$ cat src/rtl/sp_pkg.sv
// Shared sizes, reservation-slot type and slot-index helper for the singlePrec issue controller.
package sp_pkg;

   localparam int NREG        = 128;
   localparam int RADDR_W     = 7;
   localparam int LAT6        = 6;
   localparam int LAT7        = 7;
   localparam int TABLE_DEPTH = 8;

   typedef logic [$clog2(TABLE_DEPTH)-1:0] slot_idx_t;

   typedef struct packed {
      logic               valid;
      logic [RADDR_W-1:0] rt;
   } rsv_slot_t;

   // Slot 0 is the writeback register, so a latency-L result enters at slot L-1.
   function automatic slot_idx_t ins_slot(input logic lat7);
      return lat7 ? slot_idx_t'(LAT7 - 1) : slot_idx_t'(LAT6 - 1);
   endfunction

endpackage

$ cat src/rtl/sp_scoreboard.sv
// Reservation shift register (writeback scheduling) and per-register pending vector.
module sp_scoreboard
   import sp_pkg::*;
(
   input  logic               clk,
   input  logic               reset,
   input  logic               i_flush,
   input  logic               i_set_en,
   input  logic               i_lat,
   input  logic [RADDR_W-1:0] i_set_rt,
   output logic               o_port_busy,
   output logic [NREG-1:0]    o_pending,
   output logic               o_wb_valid,
   output logic [RADDR_W-1:0] o_wb_rt
);

   rsv_slot_t [TABLE_DEPTH-1:0] r_tbl;
   logic [NREG-1:0]             r_pending;
   slot_idx_t                   w_ins;

   assign w_ins = ins_slot(i_lat);

   // The entry now at index L shifts into L-1 this edge, the slot a new issue would claim.
   assign o_port_busy = i_lat ? r_tbl[LAT7].valid : r_tbl[LAT6].valid;

   assign o_pending  = r_pending;
   assign o_wb_valid = r_tbl[0].valid;
   assign o_wb_rt    = r_tbl[0].rt;

   // NOTE: the table and pending vector are small flop arrays, not RAM, so they take the async reset.
   always_ff @(posedge clk or negedge reset) begin
      if (!reset) begin
         r_tbl     <= '0;
         r_pending <= '0;
      end else if (i_flush) begin
         r_tbl     <= '0;
         r_pending <= '0;
      end else begin
         r_tbl <= {rsv_slot_t'('0), r_tbl[TABLE_DEPTH-1:1]};
         if (i_set_en)
            r_tbl[w_ins] <= {1'b1, i_set_rt};
         if (r_tbl[0].valid)
            r_pending[r_tbl[0].rt] <= 1'b0;
         // NOTE: the later non-blocking assignment wins, so a same-cycle set overrides the writeback clear.
         if (i_set_en)
            r_pending[i_set_rt] <= 1'b1;
      end
   end

endmodule

$ cat src/rtl/sp_issue_ctrl.sv
// Issue controller for the singlePrec pipe: RAW/WAW/write-port hazards, writeback scheduling, stall counter.
// Define SP_ISSUE_FWD_EN to exempt from RAW a source that is being written back this cycle.
module sp_issue_ctrl
   import sp_pkg::*;
(
   input  logic               clk,
   input  logic               reset,
   input  logic               in_valid,
   output logic               in_ready,
   input  logic               in_lat,
   input  logic [RADDR_W-1:0] in_ra_addr,
   input  logic [RADDR_W-1:0] in_rb_addr,
   input  logic [RADDR_W-1:0] in_rc_addr,
   input  logic [2:0]         in_use,
   input  logic [RADDR_W-1:0] in_rt_addr,
   input  logic               in_wr,
   input  logic               flush,
   output logic               iss_valid,
   output logic [RADDR_W-1:0] iss_rt,
   output logic               iss_lat,
   output logic               wb_valid,
   output logic [RADDR_W-1:0] wb_rt,
   output logic               busy,
   output logic [15:0]        stall_cnt
);

   logic               r_rdy_en;
   logic [15:0]        r_stall_cnt;
   logic [NREG-1:0]    w_pending;
   logic               w_port_busy;
   logic [2:0]         w_src_hit;
   logic [RADDR_W-1:0] w_src [3];
   logic               w_raw;
   logic               w_waw;
   logic               w_port;

   assign w_src = '{in_ra_addr, in_rb_addr, in_rc_addr};

   // NOTE: w_src_hit gets its default first so every path assigns it and no latch is inferred.
   always_comb begin
      w_src_hit = '0;
      for (int i = 0; i < 3; i++) begin
         w_src_hit[i] = in_use[i] & w_pending[w_src[i]];
`ifdef SP_ISSUE_FWD_EN
         if (wb_valid && (wb_rt == w_src[i]))
            w_src_hit[i] = 1'b0;
`endif
      end
   end

   assign w_raw  = |w_src_hit;
   assign w_waw  = in_wr & w_pending[in_rt_addr];
   assign w_port = in_wr & w_port_busy;

   assign in_ready  = r_rdy_en & ~flush & ~w_raw & ~w_waw & ~w_port;
   assign iss_valid = in_valid & in_ready;
   assign iss_rt    = in_rt_addr;
   assign iss_lat   = in_lat;
   assign busy      = |w_pending;
   assign stall_cnt = r_stall_cnt;

   sp_scoreboard u_scoreboard (
      .clk         (clk),
      .reset       (reset),
      .i_flush     (flush),
      .i_set_en    (iss_valid & in_wr),
      .i_lat       (in_lat),
      .i_set_rt    (in_rt_addr),
      .o_port_busy (w_port_busy),
      .o_pending   (w_pending),
      .o_wb_valid  (wb_valid),
      .o_wb_rt     (wb_rt)
   );

   // Holds in_ready low until the first rising edge after reset is released.
   always_ff @(posedge clk or negedge reset) begin
      if (!reset)
         r_rdy_en <= 1'b0;
      else
         r_rdy_en <= 1'b1;
   end

   always_ff @(posedge clk or negedge reset) begin
      if (!reset)
         r_stall_cnt <= '0;
      else if (in_valid && !in_ready && (r_stall_cnt != 16'hFFFF))
         r_stall_cnt <= r_stall_cnt + 16'd1;
   end

endmodule

$ cat config.mk
export PLATFORM = sky130hd
export DESIGN_NAME = sp_issue_ctrl
export DESIGN_NICKNAME = d
export VERILOG_FILES = /design/src/rtl/sp_pkg.sv /design/src/rtl/sp_scoreboard.sv /design/src/rtl/sp_issue_ctrl.sv
export SDC_FILE = /design/constraint.sdc
export NUM_CORES = 1
export LEC_CHECK = 0
export CORE_MARGIN = 4
export CORE_UTILIZATION = 35
export DETAILED_ROUTE_END_ITERATION = 10
export MAX_ROUTING_LAYER = met4
export PLACE_DENSITY = 0.62
export SYNTH_ARGS = -nofsm -noshare
export SYNTH_HDL_FRONTEND = slang
export SYNTH_HIERARCHICAL = 1
export SYNTH_SLANG_ARGS = --single-unit
export TNS_END_PERCENT = 30
$ cat constraint.sdc
create_clock -name clk -period 12.4 [get_ports clk]
set_input_delay 3.72 -clock clk [delete_from_list [all_inputs] [get_ports clk]]
set_output_delay 3.72 -clock clk [all_outputs]
set_load 0.02 [all_outputs]
# Word-level counts from Yosys, hierarchy flattened
# Cells that the tools add are included.
# totals
ff_bits	209
input_bits	37
out_inout_bits	35
word_cells	79
# classes
add_sub_neg	1
magnitude_cmp	9
eq_ne	1
muxes	23
bitwise	18
reduce_logical	8
# ops
operator	n
two-way mux 128 bit	4
AND 128 bit	1
two-way mux 64 bit	2
NOT 128 bit	1
bitwise OR 128 bit	1
OR reduction 128 bit	1
bitwise mux 64 bit	1
less-than comparator 7 x 8 -> 1 bit (second input constant)	5
binary-select mux 1 bit (select 7 bit)	4
demux 8 bit (select 3 bit)	1
adder 16 x 1 -> 16 bit (second input constant)	1
inequality test 16 bit (second input constant)	1
demux 1 bit (select 7 bit)	2
greater-or-equal comparator 7 x 1 -> 1 bit (second input constant)	2
AND 1 bit	11
two-way mux 8 bit	1
two-way mux 1 bit	7
logical AND 1 bit	5
less-than comparator 3 x 4 -> 1 bit (second input constant)	1
NOT 1 bit	4
greater-or-equal comparator 3 x 1 -> 1 bit (second input constant)	1
OR reduction 3 bit	1
two-way mux 2 bit	1
logical NOT 1 bit	1

# Longest topological paths before layout
# logic_depth
word_depth	12
depth_mapped	17
ltp_nobuf	12

# Modules after synthesis
# The synthesis kept the hierarchy.
# modules_own_cells
module	n_inst	cells_per_inst	area_each_um2	seq_area_each_um2
sp_scoreboard	1	763	7831.3	4604.4
sp_issue_ctrl	1	554	5843.1	425.4

# Worst setup path before layout
# No wires, ideal clock.
# synth_path
path_type	input port to output port
startpoint	in in_ra_addr[0]
endpoint	out iss_valid
arrival_ns	6.404
required_time_ns	8.680
path_slack_ns	2.276
stages	10
path_cell_list	buf_6 > buf_12 > mux4_1 > mux4_2 > mux2_2 > a41o_1 > a31oi_1 > nor4b_4 > buf_6 > and2_1
# synth_between
elab_chain_cells	9
# synth_lines
element	line	rtl
from (decl)	sp_issue_ctrl.sv:11	input logic [RADDR_W-1:0] in_ra_addr,
binary-select mux 1 bit (select 7 bit)	sp_issue_ctrl.sv:43	w_src_hit[i] = in_use[i] & w_pending[w_src[i]];
two-way mux 1 bit (implied by the code)	sp_issue_ctrl.sv:43	
AND 1 bit	sp_issue_ctrl.sv:43	
OR reduction 3 bit	sp_issue_ctrl.sv:51	assign w_raw = |w_src_hit;
NOT 1 bit	sp_issue_ctrl.sv:55	assign in_ready = r_rdy_en & ~flush & ~w_raw & ~w_waw & ~w_port;
AND 1 bit (3 in series)	sp_issue_ctrl.sv:55	
net in_ready	sp_issue_ctrl.sv:9	output logic in_ready,
AND 1 bit	sp_issue_ctrl.sv:56	assign iss_valid = in_valid & in_ready;
to (decl)	sp_issue_ctrl.sv:18	output logic iss_valid,
# The timed path passes the listed nets, and every way through them passes these cells. The select of a mux whose other input is x is not followed.

# Final worst setup path
# layout_path
startpoint	in in_ra_addr[1]
endpoint	out iss_valid
# layout_between
elab_chain_cells	9
# layout_lines
element	line
binary-select mux 1 bit (select 7 bit)	sp_issue_ctrl.sv:43
two-way mux 1 bit (implied by the code)	sp_issue_ctrl.sv:43
AND 1 bit	sp_issue_ctrl.sv:43
OR reduction 3 bit	sp_issue_ctrl.sv:51
NOT 1 bit	sp_issue_ctrl.sv:55
AND 1 bit (3 in series)	sp_issue_ctrl.sv:55
AND 1 bit	sp_issue_ctrl.sv:56
# Every way passes these cells. The select of a mux whose other input is x is not followed.

==> results by group <==
Hold path
  • Hold path endpoint: u_scoreboard/o_wb_rt[5]
  • Hold path cells: 1
  • Worst Hold Launch: u_scoreboard/r_tbl[13]
  • Hold Crit Class: reg -> reg

Clocking
  • Clock-pin slew of the registers on the worst-case setup and hold paths: 0.06 ns
  • TritonCTS Buffers: 23
  • CTS tree: built
  • CTS Sinks: 201
  • Hold_buf cts: 0
  • H-tree Lvls: 1
  • Worst-Skew Late Latency: 0.54 ns
  • Root buf cell: clkbuf_16
  • Cts repair resizes: 0
  • Deepest clock path buffer count: 3
  • Setup bufs post-CTS: 0

Setup path
  • Critical path capture point type: output port
  • Sequence of cells on the critical path: clkdlybuf4s50_1 > mux4_2 > mux4_2 > or2_2 > nand4_1 > nand3_1 > a31oi_1 > nor4b_4 > buf_4 > and2_1 > clkdlybuf4s50_1
  • CP Buf/Inv Count: 3
  • Slowest cell on the critical path: clkdlybuf4s50_1
  • R2R setup slack: 7.35 ns
  • WP data arrival: 7.71 ns
  • Startpoint types: input pin
  • WP data required: 8.68 ns
  • CP peak stage delay: 0.94 ns
  • Cell family with most CP delay: buffers and inverters
  • Setup Crit Path Kind: in -> out
  • FF-to-FF path depth: 11
  • CP Max Fanout: 18
  • Worst r2r src: u_scoreboard/o_pending[79]
  • Levels on crit path: 11
  • RR Endpoint: u_scoreboard/o_pending[118]

STA
  • Hold Slack: 0.457 ns
  • Final period util: 92.2%
  • Unrepaired setup endpoints after global routing: false
  • Setup TNS: 0 ns
  • Final setup fails: 0
  • Highest clock rate: 87.5 MHz
  • Slew at the pin with the worst max-slew slack: 1.27 ns
  • Max-slew headroom: 15.3%
  • Fin. max-slew vios: 0
  • Final Skew: 0.0120 ns
  • Tmin final: 11.43 ns
  • Final Hold Viols: 0

Status
  • Status: completed

Synth
  • Seq cells post-synth: 201
  • Top_reg_cell synth: dfrtp_1
  • EDFF count, synth: 0
  • Cell Area, Synth: 0.0137 mm2
  • Distinct cells, synth: 62
  • Synth Instances: 1317
  • Mapped Avg Cell Area: 10.4 um2
  • Ys async rst share: 100%
  • Ys Warns: 6
  • Seq/Total Area, Yosys: 36.8%
  • Syn Nets: 1355

Global route
  • Vias in the first global route: 11600
  • First-pass GRT wire length: 74600 um
  • Largest net degree at the start of global routing: 91
  • Initial antenna violation count: 1
  • GRT Residual Overflow: 0
  • Gr usage total: 23.7%

Finish
  • Area Growth Syn to Fin: 12.4%
  • Layout fillers: 3696
  • Final net count: 1358
  • Layout cells sized above 1: 15.2%

Run
  • Max cap viols: 0

Die
  • Chip width: 206 um
  • Core area: 0.0386 mm2
  • Die Area: 0.0423 mm2
  • Boundary pin count: 72
  • Starting Density: 35.4%
  • Std cell rows: 72
  • Die height: 206 um

Detailed routing
  • Routed vias: 11800
  • Antenna Nets Post-Route: 0
  • 1st-iter DRT viols: 1383
  • Residual DRC: 0
  • Vias per inst: 6.36
  • Drt wl/cell: 26.6 um
  • Total wire length: 49400 um
  • Pre-antenna DRT Iters: 5

Power
  • P_leak: 6.21 nW
  • Pwr dens: 104 mW/mm2
  • Pwr Total: 0.00160 W
  • VDD IR-drop max: 75.7 uV

Place
  • Post-detail-place hpwl: 33100 um
  • Gpl congestion: 1.00
  • Port bufs: 71
-- registers in the layout, indices dropped and copies added (netlist names) --
signal	count
u_scoreboard/o_wb_valid	1
stall_cnt	16
r_rdy_en	1
u_scoreboard/o_wb_rt	7
u_scoreboard/r_tbl	48
u_scoreboard/o_pending	128
-- where the power goes --
group          total, W  internal [W]  leakage, nW  switching, W
combinational  0.000219     0.0000870         3.07      0.000132
clock          0.000694      0.000407        0.374      0.000288
sequential     0.000692      0.000671         2.77     0.0000203
total           0.00160       0.00116         6.21      0.000440
-- worst max path at each step --
stage	to	from
global route	iss_valid	in_ra_addr[1]
floorplan	iss_valid	in_ra_addr[0]
CTS	iss_valid	in_ra_addr[1]
detailed placement	iss_valid	in_ra_addr[1]
finish	iss_valid	in_ra_addr[1]
global placement	iss_valid	in_ra_addr[1]
-- synthesized netlist by cell type (8+ instances only) --
master,number,area [um2]
mux2i_1,80,801
nor2b_1,188,1180
nand3_1,29,145
inv_1,9,33.8
a22oi_1,16,120
clkbuf_1,62,233
dfrtp_1,201,5030
mux4_2,94,2120
o21ai_0,239,1200
buf_4,22,165
nand4bb_1,9,101
xor2_1,12,105
nand4b_1,8,70.1
a2111oi_0,8,70.1
nand3b_1,10,75.1
nand4_1,23,144
nor2_1,28,105
buf_2,26,130
nor3_1,8,40.0
nand2_1,38,143
and3_1,15,93.8
nor4_1,40,250
o21ai_1,22,110
a31oi_1,8,50.1
mux2_2,19,214
-- stage by stage --
stage / instances / util (%) / instance area (um2) / setup slack, ns
after floorplan: 1317 / - / 13700 / 2.28
after detailed placement: 1813 / 37.8 / 14600 / 1.03
final: 1855 / 39.8 / 15400 / 0.967
after CTS: 1854 / 39.8 / 15400 / 1.02
after global routing: 1855 / 39.8 / 15400 / 0.836
after global placement: 1813 / 37.8 / 14600 / 1.05
-- routing by layer --
layer	up-vias	GRT usage, %	part of all wire, %
met5	-	-	0
met4	0	8.90	4.5
met3	153	5.19	10
met2	741	36.0	46
met1	5955	31.4	40
li1	4947	-	-
-- layout by cell type (no fill, tap or decap), drive strengths merged, types with 3 or more instances in the layout --
master,n
dfrtp,201
nor3b,6
o22ai,7
a211oi,5
inv,10
nand3,29
nor2b,188
clkdlybuf4s50,62
xor2,12
nand2,38
or4,3
nand2b,6
a2111oi,8
o21ai,261
mux2,20
mux4,102
mux2i,80
nand4bb,9
nor2,28
nor3,14
or2,4
a21oi,5
a22oi,16
o211ai,3
nand3b,10
buf,37
nand4,23
nor4,40
clkbuf,38
and2,5
and3,15
a31oi,8
or3,3
nand4b,8
o2111ai,3
xnor2,3
or4b,5
-- kinds of logic (layout without fill, tap and decap cells) --
family / count (synthesis) / after routing / share of synthesized area, %
AND/OR/NAND/NOR: 441 / 441 / 19.9
AO/OA/AOI/OAI: 325 / 325 / 13.0
multiplexers: 202 / 202 / 24.5
flip-flops: 201 / 201 / 36.8
buffers and inverters: 131 / 150 / 4.73
XOR/XNOR: 15 / 15 / 0.961
adder cells (fa/ha/maj): 1 / 1 / 0.0915
other: 1 / 2 / 0.0274
-- worst reg2reg max path, cell delays in order, from the launching register on --
cell and delay [ns]:
dfrtp_1 0.46, mux4_2 0.51, mux2_2 0.27, nand2_1 0.06, o21ai_0 0.08, a2111oi_0 0.82
a211oi_1 0.20, nor4b_4 0.25, buf_4 0.29, and3_1 0.39, nand4_1 1.03, o21ai_0 0.54
-- layout make-up --
cell class | instances | area, um2 | share of cell area [%]
diodes | 1 | 2.50 | 0.0163
multi-input cells | 985 | 8000 | 52.1
repair buffers | 100 | 895 | 5.82
flip-flops and latches | 201 | 5030 | 32.7
clock inverters | 4 | 60.1 | 0.391
well taps | 518 | 648 | 4.22
clock buffers | 37 | 698 | 4.54
inverters | 9 | 33.8 | 0.220
Power figures use the tool's default switching activity.
